[src/rtl/bb_pkg.sv]
// Shared definitions for the UART-to-bus burst bridge.
// Latency: n/a (constants, types and helpers only).
// Backpressure: n/a.
package bb_pkg;

    // Status words returned after every command (zero-extended to the data width)
    localparam logic [7:0] ST_OK      = 8'hA5;
    localparam logic [7:0] ST_TIMEOUT = 8'hEE;

    typedef enum logic [2:0] {
        S_IDLE,
        S_HDR,
        S_WFETCH,
        S_ISSUE,
        S_WAIT,
        S_TXDATA,
        S_TXSTAT
    } bb_state_t;

    // Header layout: {mode, len, addr} with addr in the low bits
    localparam int HDR_ADDR_LSB = 0;

    function automatic int hdr_len_lsb(input int bb_addr_width);
        return HDR_ADDR_LSB + bb_addr_width;
    endfunction

    function automatic int hdr_mode_bit(input int bb_addr_width, input int len_width);
        return HDR_ADDR_LSB + bb_addr_width + len_width;
    endfunction

endpackage

[src/rtl/bb_sync_fifo.sv]
// Synchronous FIFO holding rx command/data words until the bridge FSM consumes them.
// Latency: a pushed word is visible at head the cycle after the push edge.
// Backpressure: push when full is dropped unless a pop frees a slot on the same edge.
module bb_sync_fifo #(
    parameter int WIDTH = 8,
    parameter int DEPTH = 8,
    localparam int AW = $clog2(DEPTH),
    localparam int CW = AW + 1
) (
    input  logic             clk,
    input  logic             rstn,
    input  logic             push,
    input  logic [WIDTH-1:0] push_data,
    input  logic             pop,
    output logic [WIDTH-1:0] head,
    output logic             full,
    output logic             empty,
    output logic [CW-1:0]    count
);

    logic [WIDTH-1:0] mem [DEPTH];
    logic [AW-1:0]    wr_ptr;
    logic [AW-1:0]    rd_ptr;
    logic             push_ok;
    logic             pop_ok;

    assign pop_ok  = pop && !empty;
    assign push_ok = push && (!full || pop_ok);
    assign full    = (count == CW'(DEPTH));
    assign empty   = (count == '0);
    assign head    = mem[rd_ptr];

    // Storage array; contents need no reset because count gates visibility
    always_ff @(posedge clk) begin
        if (push_ok) begin
            mem[wr_ptr] <= push_data;
        end
    end

    // Pointer and occupancy bookkeeping
    always_ff @(posedge clk or negedge rstn) begin
        if (!rstn) begin
            wr_ptr <= '0;
            rd_ptr <= '0;
            count  <= '0;
        end else begin
            if (push_ok) wr_ptr <= wr_ptr + AW'(1);
            if (pop_ok)  rd_ptr <= rd_ptr + AW'(1);
            count <= count + CW'(push_ok) - CW'(pop_ok);
        end
    end

endmodule

[src/rtl/bus_bridge_burst_master.sv]
// UART-to-bus bridge: queues framed commands, runs single/burst bus transfers, returns read data and status.
// Latency: header at queue head -> mwvalid 3 cycles later for a read with mready=1.
// Backpressure: rx words dropped (sticky overflow) when the queue is full; tx waits on tx_busy; ISSUE waits on mready.
module bus_bridge_burst_master
    import bb_pkg::*;
#(
    parameter int ADDR_WIDTH     = 16,
    parameter int DATA_WIDTH     = 8,
    parameter int BB_ADDR_WIDTH  = 13,
    parameter int LEN_WIDTH      = 4,
    parameter int FIFO_DEPTH     = 8,
    parameter int TIMEOUT_CYCLES = 4096,
    localparam int RX_WIDTH      = 1 + LEN_WIDTH + BB_ADDR_WIDTH
) (
    input  logic                  clk,
    input  logic                  rstn,
    input  logic [RX_WIDTH-1:0]   rx_data,
    input  logic                  rx_valid,
    output logic [DATA_WIDTH-1:0] tx_data,
    output logic                  tx_en,
    input  logic                  tx_busy,
    output logic [ADDR_WIDTH-1:0] maddr,
    output logic [DATA_WIDTH-1:0] mwdata,
    output logic                  mwvalid,
    output logic                  wen,
    input  logic                  mready,
    input  logic [DATA_WIDTH-1:0] mrdata,
    output logic                  overflow,
    output logic                  busy
);

    localparam int LEN_LSB  = hdr_len_lsb(BB_ADDR_WIDTH);
    localparam int MODE_BIT = hdr_mode_bit(BB_ADDR_WIDTH, LEN_WIDTH);
    localparam int TO_W     = $clog2(TIMEOUT_CYCLES) + 1;
    localparam int CNT_W    = $clog2(FIFO_DEPTH) + 1;
    localparam logic [DATA_WIDTH-1:0] STAT_OK  = DATA_WIDTH'(ST_OK);
    localparam logic [DATA_WIDTH-1:0] STAT_ERR = DATA_WIDTH'(ST_TIMEOUT);

    bb_state_t             state, state_n;
    logic [RX_WIDTH-1:0]   head;
    logic                  fifo_full, fifo_empty;
    logic [CNT_W-1:0]      fifo_count;

    logic                     mode;
    logic [LEN_WIDTH-1:0]     beats;
    logic [BB_ADDR_WIDTH-1:0] addr;
    logic [DATA_WIDTH-1:0]    rdata;
    logic [DATA_WIDTH-1:0]    status;
    logic                     abort;
    logic [TO_W-1:0]          tcnt;
    logic                     seen_low;
    logic [1:0]               tx_phase;

    logic pop, ld_hdr, ld_wdata, issue, beat_adv, drop_dec, cap_rd, timeout;
    logic done, tx_send, tx_leave;

    bb_sync_fifo #(
        .WIDTH (RX_WIDTH),
        .DEPTH (FIFO_DEPTH)
    ) u_cmd_fifo (
        .clk       (clk),
        .rstn      (rstn),
        .push      (rx_valid),
        .push_data (rx_data),
        .pop       (pop),
        .head      (head),
        .full      (fifo_full),
        .empty     (fifo_empty),
        .count     (fifo_count)
    );

    assign busy = (state != S_IDLE) || (fifo_count != '0);

    // State register
    always_ff @(posedge clk or negedge rstn) begin
        if (!rstn) state <= S_IDLE;
        else       state <= state_n;
    end

    // Next-state and per-cycle control strobes
    always_comb begin
        state_n  = state;
        pop      = 1'b0;
        ld_hdr   = 1'b0;
        ld_wdata = 1'b0;
        issue    = 1'b0;
        beat_adv = 1'b0;
        drop_dec = 1'b0;
        cap_rd   = 1'b0;
        timeout  = 1'b0;
        tx_send  = 1'b0;
        tx_leave = 1'b0;
        // A beat completes on a low-then-high mready, or mready high two cycles after the strobe
        done     = mready && (seen_low || (tcnt >= TO_W'(2)));
        case (state)
            S_IDLE: begin
                if (!fifo_empty) state_n = S_HDR;
            end
            S_HDR: begin
                pop     = 1'b1;
                ld_hdr  = 1'b1;
                state_n = head[MODE_BIT] ? S_WFETCH : S_ISSUE;
            end
            S_WFETCH: begin
                if (!fifo_empty) begin
                    pop = 1'b1;
                    if (!abort) begin
                        ld_wdata = 1'b1;
                        state_n  = S_ISSUE;
                    end else begin
                        // Timed-out write: swallow the rest of the frame to keep framing aligned
                        drop_dec = 1'b1;
                        if (beats == LEN_WIDTH'(1)) state_n = S_TXSTAT;
                    end
                end
            end
            S_ISSUE: begin
                if (mready) begin
                    issue   = 1'b1;
                    state_n = S_WAIT;
                end
            end
            S_WAIT: begin
                if (done) begin
                    if (!mode) begin
                        cap_rd  = 1'b1;
                        state_n = S_TXDATA;
                    end else if (beats != '0) begin
                        beat_adv = 1'b1;
                        state_n  = S_WFETCH;
                    end else begin
                        state_n = S_TXSTAT;
                    end
                end else if (tcnt == TO_W'(TIMEOUT_CYCLES - 1)) begin
                    timeout = 1'b1;
                    state_n = (mode && (beats != '0)) ? S_WFETCH : S_TXSTAT;
                end
            end
            S_TXDATA, S_TXSTAT: begin
                tx_send  = (tx_phase == 2'd0) && !tx_busy;
                tx_leave = (tx_phase == 2'd3) && !tx_busy;
                if (tx_leave) begin
                    if (state == S_TXSTAT) begin
                        state_n = S_IDLE;
                    end else if (beats != '0) begin
                        beat_adv = 1'b1;
                        state_n  = S_ISSUE;
                    end else begin
                        state_n = S_TXSTAT;
                    end
                end
            end
            default: state_n = S_IDLE;
        endcase
    end

    // Datapath: command fields, bus request, timeout counter, tx handshake, overflow flag
    always_ff @(posedge clk or negedge rstn) begin
        if (!rstn) begin
            mode     <= 1'b0;
            beats    <= '0;
            addr     <= '0;
            rdata    <= '0;
            status   <= '0;
            abort    <= 1'b0;
            tcnt     <= '0;
            seen_low <= 1'b0;
            tx_phase <= 2'd0;
            tx_data  <= '0;
            tx_en    <= 1'b0;
            maddr    <= '0;
            mwdata   <= '0;
            mwvalid  <= 1'b0;
            wen      <= 1'b0;
            overflow <= 1'b0;
        end else begin
            tx_en   <= 1'b0;
            mwvalid <= 1'b0;
            if (rx_valid && fifo_full && !pop) overflow <= 1'b1;
            if (ld_hdr) begin
                mode   <= head[MODE_BIT];
                beats  <= head[LEN_LSB +: LEN_WIDTH];
                addr   <= head[HDR_ADDR_LSB +: BB_ADDR_WIDTH];
                status <= STAT_OK;
                abort  <= 1'b0;
            end
            if (ld_wdata) mwdata <= head[DATA_WIDTH-1:0];
            if (issue) begin
                mwvalid  <= 1'b1;
                wen      <= mode;
                maddr    <= ADDR_WIDTH'(addr);
                tcnt     <= '0;
                seen_low <= 1'b0;
            end else if (state == S_WAIT) begin
                tcnt <= tcnt + TO_W'(1);
                if (!mready) seen_low <= 1'b1;
            end
            if (beat_adv) begin
                beats <= beats - LEN_WIDTH'(1);
                addr  <= addr + BB_ADDR_WIDTH'(1);
            end
            if (drop_dec) beats <= beats - LEN_WIDTH'(1);
            if (cap_rd) rdata <= mrdata;
            if (timeout) begin
                status <= STAT_ERR;
                abort  <= mode && (beats != '0);
            end
            // tx_phase: 0 idle, 1 strobe cycle, 2 busy-ignore cycle, 3 wait for tx_busy low
            if (tx_send) begin
                tx_en    <= 1'b1;
                tx_data  <= (state == S_TXDATA) ? rdata : status;
                tx_phase <= 2'd1;
            end else if (tx_phase == 2'd1 || tx_phase == 2'd2) begin
                tx_phase <= tx_phase + 2'd1;
            end else if (tx_leave) begin
                tx_phase <= 2'd0;
            end
        end
    end

endmodule

[config.mk]
export PLATFORM = sky130hd
export DESIGN_NAME = bus_bridge_burst_master
export DESIGN_NICKNAME = d
export VERILOG_FILES = /design/src/rtl/bb_pkg.sv /design/src/rtl/bb_sync_fifo.sv /design/src/rtl/bus_bridge_burst_master.sv
export SDC_FILE = /design/constraint.sdc
export NUM_CORES = 1
export LEC_CHECK = 0
export BUFFER_PORTS_ARGS = -buffer_cell sky130_fd_sc_hd__buf_4
export CELL_PAD_IN_SITES_DETAIL_PLACEMENT = 1
export CELL_PAD_IN_SITES_GLOBAL_PLACEMENT = 1
export CORE_AREA = 5 5 165 167
export DETAILED_ROUTE_END_ITERATION = 16
export DIE_AREA = 0 0 170 172
export GPL_TIMING_DRIVEN = 0
export MAX_ROUTING_LAYER = met4
export PLACE_DENSITY = 0.72
export SLEW_MARGIN = 20
export SYNTH_ARGS = -nofsm -noshare
export SYNTH_HDL_FRONTEND = slang
export SYNTH_SLANG_ARGS = --single-unit
export TNS_END_PERCENT = 100
[constraint.sdc]
create_clock -name clk -period 6.2 [get_ports clk]
set_input_delay 0.93 -clock clk [delete_from_list [all_inputs] [get_ports clk]]
set_output_delay 0.93 -clock clk [all_outputs]
set_load 0.01 [all_outputs]
==> impl_metrics.ini, run 1 <==
[outcome]
run_status = finished clean

[final_layout]
area_growth_pct = 18.5
diodes = 0
num-nets-final = 829
drive_gt1_frac = 0.254
design_area_um2 = 11800

[synth]
synth_compound_area_frac = 0.0582
synth_edf_count = 144
ys_seq_area_frac = 0.663
yosysUniqueCellTypes = 64
synth_area_um2 = 9990
synth_area_leaders = edfxtp_1, dfrtp_1, mux4_2
synth_area_leader_cell = edfxtp_1
ys_ff_latch = 236
synth_warnings = 0
avgSynthCellArea_um2 = 14.8
syn_inst = 674
synth_top_family_by_area = multiplexers
synthMuxAreaShare = 0.117
synthAdderAreaFrac = 0.0233
synth_ff_type = edfxtp_1
netlist.area_leader.share = 0.433
yosys.area_share.simple = 0.0961
yosys-top-cells-count = edfxtp_1, dfrtp_1, nand2_1
post-synth-top-count-cell = edfxtp_1
synth_xor_area_frac = 0.0175
async_flop_share = 0.390

[detailed_routing]
drt-initial-drc-count = 333
wl_met3_um = 1090
ant_nets = 0
met1Wirelength_um = 9830
drc = 0
drt_wl_total_um = 22400
top_layer_used = met4
route.met2.wl_um = 11200
first_pass_iters = 4
num_vias = 5867
wl_per_cell_um = 19.8
viasPerCell = 5.18

[global_routing]
grt_pass1_wl_um = 36200
antenna_found_initial = 0
gr-total-overflow = 0
grt_usage = 0.162
grt_pass1_vias = 6297
grt_max_degree = 93

[sta]
finalSetupViolCount = 0
maxSlewViolCount = 0
skew_ns = 0.0223
worst_pin_slew_ns = 0.857
grt_setup_unrepaired = no
period_needed_ns = 3.22
timing.final.crit_share = 0.520
finalHoldViolations = 0
slew_headroom = 0.429
fmax_ghz = 0.310
finalSetupTns_ns = 0

[clock_network]
hold_buffers = 0
cts.sinks = 236
cts_tree = built
path_clk_slew_ns = 0.06
htreeDepth = 1
cts.path.max_buffers = 3
clk_latency_ns = 0.53
root_buffer = clkbuf_16
cts_resized = 0
postCtsSetupBuffers = 0
cts_buffers = 25

[floorplan]
rows = 59
start_util = 0.390
core_area_um2 = 25600
die_w_um = 170
num_io_pins = 68
die_h_um = 172
die-area_um2 = 29200

[worst_setup_path]
critPathMaxFanout = 7
crit_path_max_incr_delay_ns = 0.47
endpoint_kind = flop
path_delay_family = simple AND/OR/NAND/NOR gates
cp.required_ns = 6.44
path_cells = inv_1 -> ha_1 -> nor3b_1 -> nor3b_2 -> o21ai_1 -> inv_1 -> nand2_1 -> nor3_2 -> buf_4 -> buf_4
worstSetupStartpointType = flop
arrival_ns = 3.46
cp_slowest_cell = nor3_2
worst-path-buf-inv = 4
path_class = reg2reg

[place]
placement.io_buffers = 64
gp_congestion = 0.777
place_area_um2 = 11100
dp_hpwl_um = 15600

[worst_hold_path]
min_path_type = reg2reg

[power_and_ir_drop]
p_leak_uw = 0.00462
ir_drop_uv = 275
powerDensity_nw_per_um2 = 480

[run]
drv_cap = 0
flip-flops by register name (all words and copies together) (netlist names), 2 cells and up:
| signal | flops |
|---|---|
| mwdata | 8 |
| u_cmd_fifo.rd_ptr | 3 |
| rdata | 8 |
| u_cmd_fifo.wr_ptr | 3 |
| state | 3 |
| u_cmd_fifo.mem | 144 |
| tx_phase | 2 |
| tcnt | 13 |
| status | 3 |
| maddr | 13 |
| u_cmd_fifo.count | 4 |
| beats | 4 |
| addr | 13 |
| tx_data | 8 |
metrics by stage:
stage	setup slack, ns	cells	total power (uW)	utilization	hold slack (ns)
6_report	2.98	1133	5690	0.462	0.468
5_1_grt	2.67	1133	6050	0.462	0.500
4_1_cts	2.87	1133	5780	0.462	0.471
3_5_place_dp	2.85	1088	4310	0.431	0.457
3_3_place_gp	0.590	1075	4200	0.425	0.458
2_1_floorplan	2.73	676	3570	-	0.431
worst reg2reg max path, cell delays in order (launching register included):
cell	delay [ns]
dfrtp_1	0.33
inv_1	0.07
ha_1	0.21
nor3b_1	0.17
nor3b_2	0.42
o21ai_1	0.37
inv_1	0.24
nand2_1	0.24
nor3_2	0.47
buf_4	0.27
buf_4	0.17
power breakdown:
group	internal (uW)	total (uW)	switching (uW)
Sequential	2070	2320	250
Clock	839	1450	606
Combinational	874	1920	1050
Total	3780	5690	1910
worst paths after layout:
kind                                startpoint                    to  slack, ns  depth (start not counted)
max in group asynchronous                 rstn             mwdata[4]       5.11                          1
min reg2reg                          status[5]             status[5]       0.47                          2
min                                  status[5]             status[5]       0.47                          2
max reg2reg                u_cmd_fifo.count[2]  u_cmd_fifo.mem[4][1]       2.98                         10
max                        u_cmd_fifo.count[2]  u_cmd_fifo.mem[4][1]       2.98                         10
min in group asynchronous                 rstn            tx_data[5]       0.48                          1
cell usage in the layout, fill, tap and decap left out, types with 4 or more instances in the layout:
master     netlist  final
o21ai_0         19     19
mux2_2          17     17
nor4_2           3      4
nand3b_1         4      4
ha_1            17     17
nand2_1         77     77
o22ai_1          4      4
xnor2_1         10     10
o32ai_1          5      5
a21oi_1         17     17
mux4_2          36     36
buf_4            4     74
nor2_1          44     41
clkinv_2         0      5
mux2i_1         17     17
xor2_1          10     10
and3_1          12     12
edfxtp_1       144    144
buf_6            2      6
nor3_1           9      5
nor3_2           0      4
nand3_1          8      8
a211oi_1         7      7
clkbuf_16        0     25
buf_2            8     11
nor2b_1         10     10
inv_1           24     24
dfrtp_1         92     92
clkbuf_1        13     19
metal layers:
layer / up-vias / track usage
met2: 105 / 0.270
met5: - / -
met1: 3007 / 0.213
li1: 2728 / -
met3: 27 / 0.0277
met4: 0 / 0.0292
layout make-up:
class / instances / area (um2)
Fill cell: 2586 / 13800
Timing Repair Buffer: 77 / 586
Sequential cell: 236 / 6630
Tap cell: 335 / 419
Inverter: 24 / 90.1
Clock buffer: 32 / 662
Clock inverter: 13 / 125
Multi-Input combinational cell: 387 / 3180
Buffer: 29 / 149
kinds of logic after synthesis:
kind of cell,after synthesis
compound gates,82
flops,236
mux,70
other cells,1
fa+ha+maj,18
buf+inv,53
xor+xnor,20
simple gates,194
(Power assumes the default switching activity.)
==> inputs of run 2 (changes only) <==
--- a/config.mk
+++ b/config.mk
@@ -13,7 +13,7 @@
 export DIE_AREA = 0 0 170 172
 export GPL_TIMING_DRIVEN = 0
 export MAX_ROUTING_LAYER = met4
-export PLACE_DENSITY = 0.72
+export PLACE_DENSITY = 0.74
 export SLEW_MARGIN = 20
 export SYNTH_ARGS = -nofsm -noshare
 export SYNTH_HDL_FRONTEND = slang
==> constraint.sdc (replaced) <==
create_clock -name clk -period 2.6 [get_ports clk]
set_input_delay 0.39 -clock clk [delete_from_list [all_inputs] [get_ports clk]]
set_output_delay 0.39 -clock clk [all_outputs]
set_load 0.01 [all_outputs]
==> run 2 against run 1 <==
Compared with the run above: critical path depth fell by 2; combinational power is 150% higher; die area unchanged; clock power increased by 150%; power rose by 150%; worst hold slack worse by 0.39 ns; clock-buffer cell count decreased by 2; wire length grew 5.6%; worst setup slack lost 2.9 ns; utilization is 0.85 points higher; largest power group unchanged; highest routed layer unchanged.
==> impl_metrics.ini, run 2 (synthesized netlist as in run 1, its figures left out) <==
[outcome]
run_status = finished clean

[detailed_routing]
drt_wl_total_um = 23700
viasPerCell = 5.25
first_pass_iters = 5
wl_per_cell_um = 20.8
num_vias = 5985
top_layer_used = met4
drt-initial-drc-count = 389
ant_nets = 0
drc = 0
route.met2.wl_um = 12300
wl_met3_um = 921
met1Wirelength_um = 9980

[global_routing]
grt_max_degree = 93
grt_pass1_vias = 6433
antenna_found_initial = 0
grt_pass1_wl_um = 37300
gr-total-overflow = 0
grt_usage = 0.169

[power_and_ir_drop]
powerDensity_nw_per_um2 = 1160
ir_drop_uv = 727
p_leak_uw = 0.00471

[sta]
finalSetupTns_ns = 0
maxSlewViolCount = 0
grt_setup_unrepaired = no
finalHoldViolations = 0
fmax_ghz = 0.402
hold_slack_ns = 0.0787
slew_headroom = 0.400
worst_pin_slew_ns = 0.899
finalSetupViolCount = 0
timing.final.crit_share = 0.957
skew_ns = 0.0174
period_needed_ns = 2.49

[worst_hold_path]
worstHoldStart = rx_data[6]
min_path_cells = 1
hold_end = u_cmd_fifo.mem[4][6]
min_path_type = in2reg

[final_layout]
final_cell_mix = edfxtp_1, dfrtp_1, buf_4
num-nets-final = 835
final_common_cell = edfxtp_1
drive_gt1_frac = 0.267
area_growth_pct = 20.7
finalNonFillerCells = 1141
largest_reg_flops = 144
design_area_um2 = 12100
largest-register = u_cmd_fifo.mem
diodes = 0

[worst_setup_path]
cp_slowest_cell = nor3_4
worstSetupStartpointType = flop
path_delay_family = simple AND/OR/NAND/NOR gates
path_cells = inv_1 -> ha_1 -> nor3b_2 -> nor3b_2 -> o21ai_4 -> buf_4 -> nor3_4 -> buf_4
timing.rr.start = u_cmd_fifo.count[2]
r2r_slack_ns = 0.11
crit_path_max_incr_delay_ns = 0.45
path_class = reg2reg
endpoint_kind = flop
critPathMaxFanout = 8
worst-path-buf-inv = 3
arrival_ns = 2.73
rr_worst_depth = 8
cp.required_ns = 2.84
r2r_end = u_cmd_fifo.mem[1][6]

[place]
gp_congestion = 0.785
placement.io_buffers = 64
placed_cells = 1084
place_area_um2 = 11000
dp_hpwl_um = 16700

[floorplan]
die-area_um2 = 29200
core_area_um2 = 25600
rows = 59
die_h_um = 172
num_io_pins = 68
die_w_um = 170
start_util = 0.390

[clock_network]
cts_buffers = 26
cts.path.max_buffers = 3
cts_tree = built
cts.sinks = 236
root_buffer = clkbuf_16
path_clk_slew_ns = 0.06
clk_latency_ns = 0.54
htreeDepth = 1

[run]
drv_cap = 0
==> run 2: worst max-delay path by stage <==
stage                         start                   end  slack, ns  cells after the start
2_1_floorplan   u_cmd_fifo.count[2]  u_cmd_fifo.mem[2][0]      -0.41                      6
3_3_place_gp    u_cmd_fifo.count[2]  u_cmd_fifo.mem[1][5]      -2.03                      6
3_5_place_dp    u_cmd_fifo.count[2]  u_cmd_fifo.mem[6][0]      -0.68                      8
4_1_cts        u_cmd_fifo.rd_ptr[0]               addr[6]      0.003                      6
5_1_grt         u_cmd_fifo.count[2]   u_cmd_fifo.count[2]      0.008                     11
6_report        u_cmd_fifo.count[2]  u_cmd_fifo.mem[1][6]       0.11                      8
==> run 2: cell type report <==
class	instances	area, um2
buffer	28	150
clock buffer	30	666
clock inverter	18	185
fill	2592	13600
inverter	24	90.1
multi-input combinational	387	3240
sequential	236	6630
tap	335	419
timing repair buffer	83	678
==> run 2: through the flow <==
step / total power [uW] / utilization / worst slack (ns)
after detailed placement: 10300 / 0.431 / -0.677
after global routing: 14800 / 0.471 / 0.00841
after floorplan: 8530 / - / -0.415
after global placement: 10000 / 0.426 / -2.03
after CTS: 14100 / 0.469 / 0.00259
final: 14000 / 0.471 / 0.112
==> run 2: timing repair <==
| action | 4_1_cts | 5_1_grt |
|---|---|---|
| hold endpoints to repair | 51 | 0 |
| pin swaps | 6 | 4 |
| gates cloned | 0 | 0 |
| gates resized for setup | 8 | 6 |
| hold buffers | 1 | 0 |
| buffers inserted | 6 | 3 |
| setup endpoints to repair | 151 | 7 |
==> run 2: routing by layer <==
metal	track usage	vias to the layer above
li1	-	2742
met4	0.0382	0
met2	0.295	125
met5	-	-
met3	0.0235	38
met1	0.210	3080
==> run 2: worst register-to-register path, delay by kind of cell, from the launching register on <==
kind	cells	cell delay (ns)
adders and majority gates	1	0.21
AOI/OAI and AO/OA	1	0.15
DFF	1	0.32
and+or+nand+nor	3	0.98
buffers and inverters	3	0.54
==> run 2: power by group <==
group / switching [uW] / internal (uW)
combinational: 2620 / 2180
clock: 1480 / 2140
sequential: 624 / 4930
total: 4730 / 9240
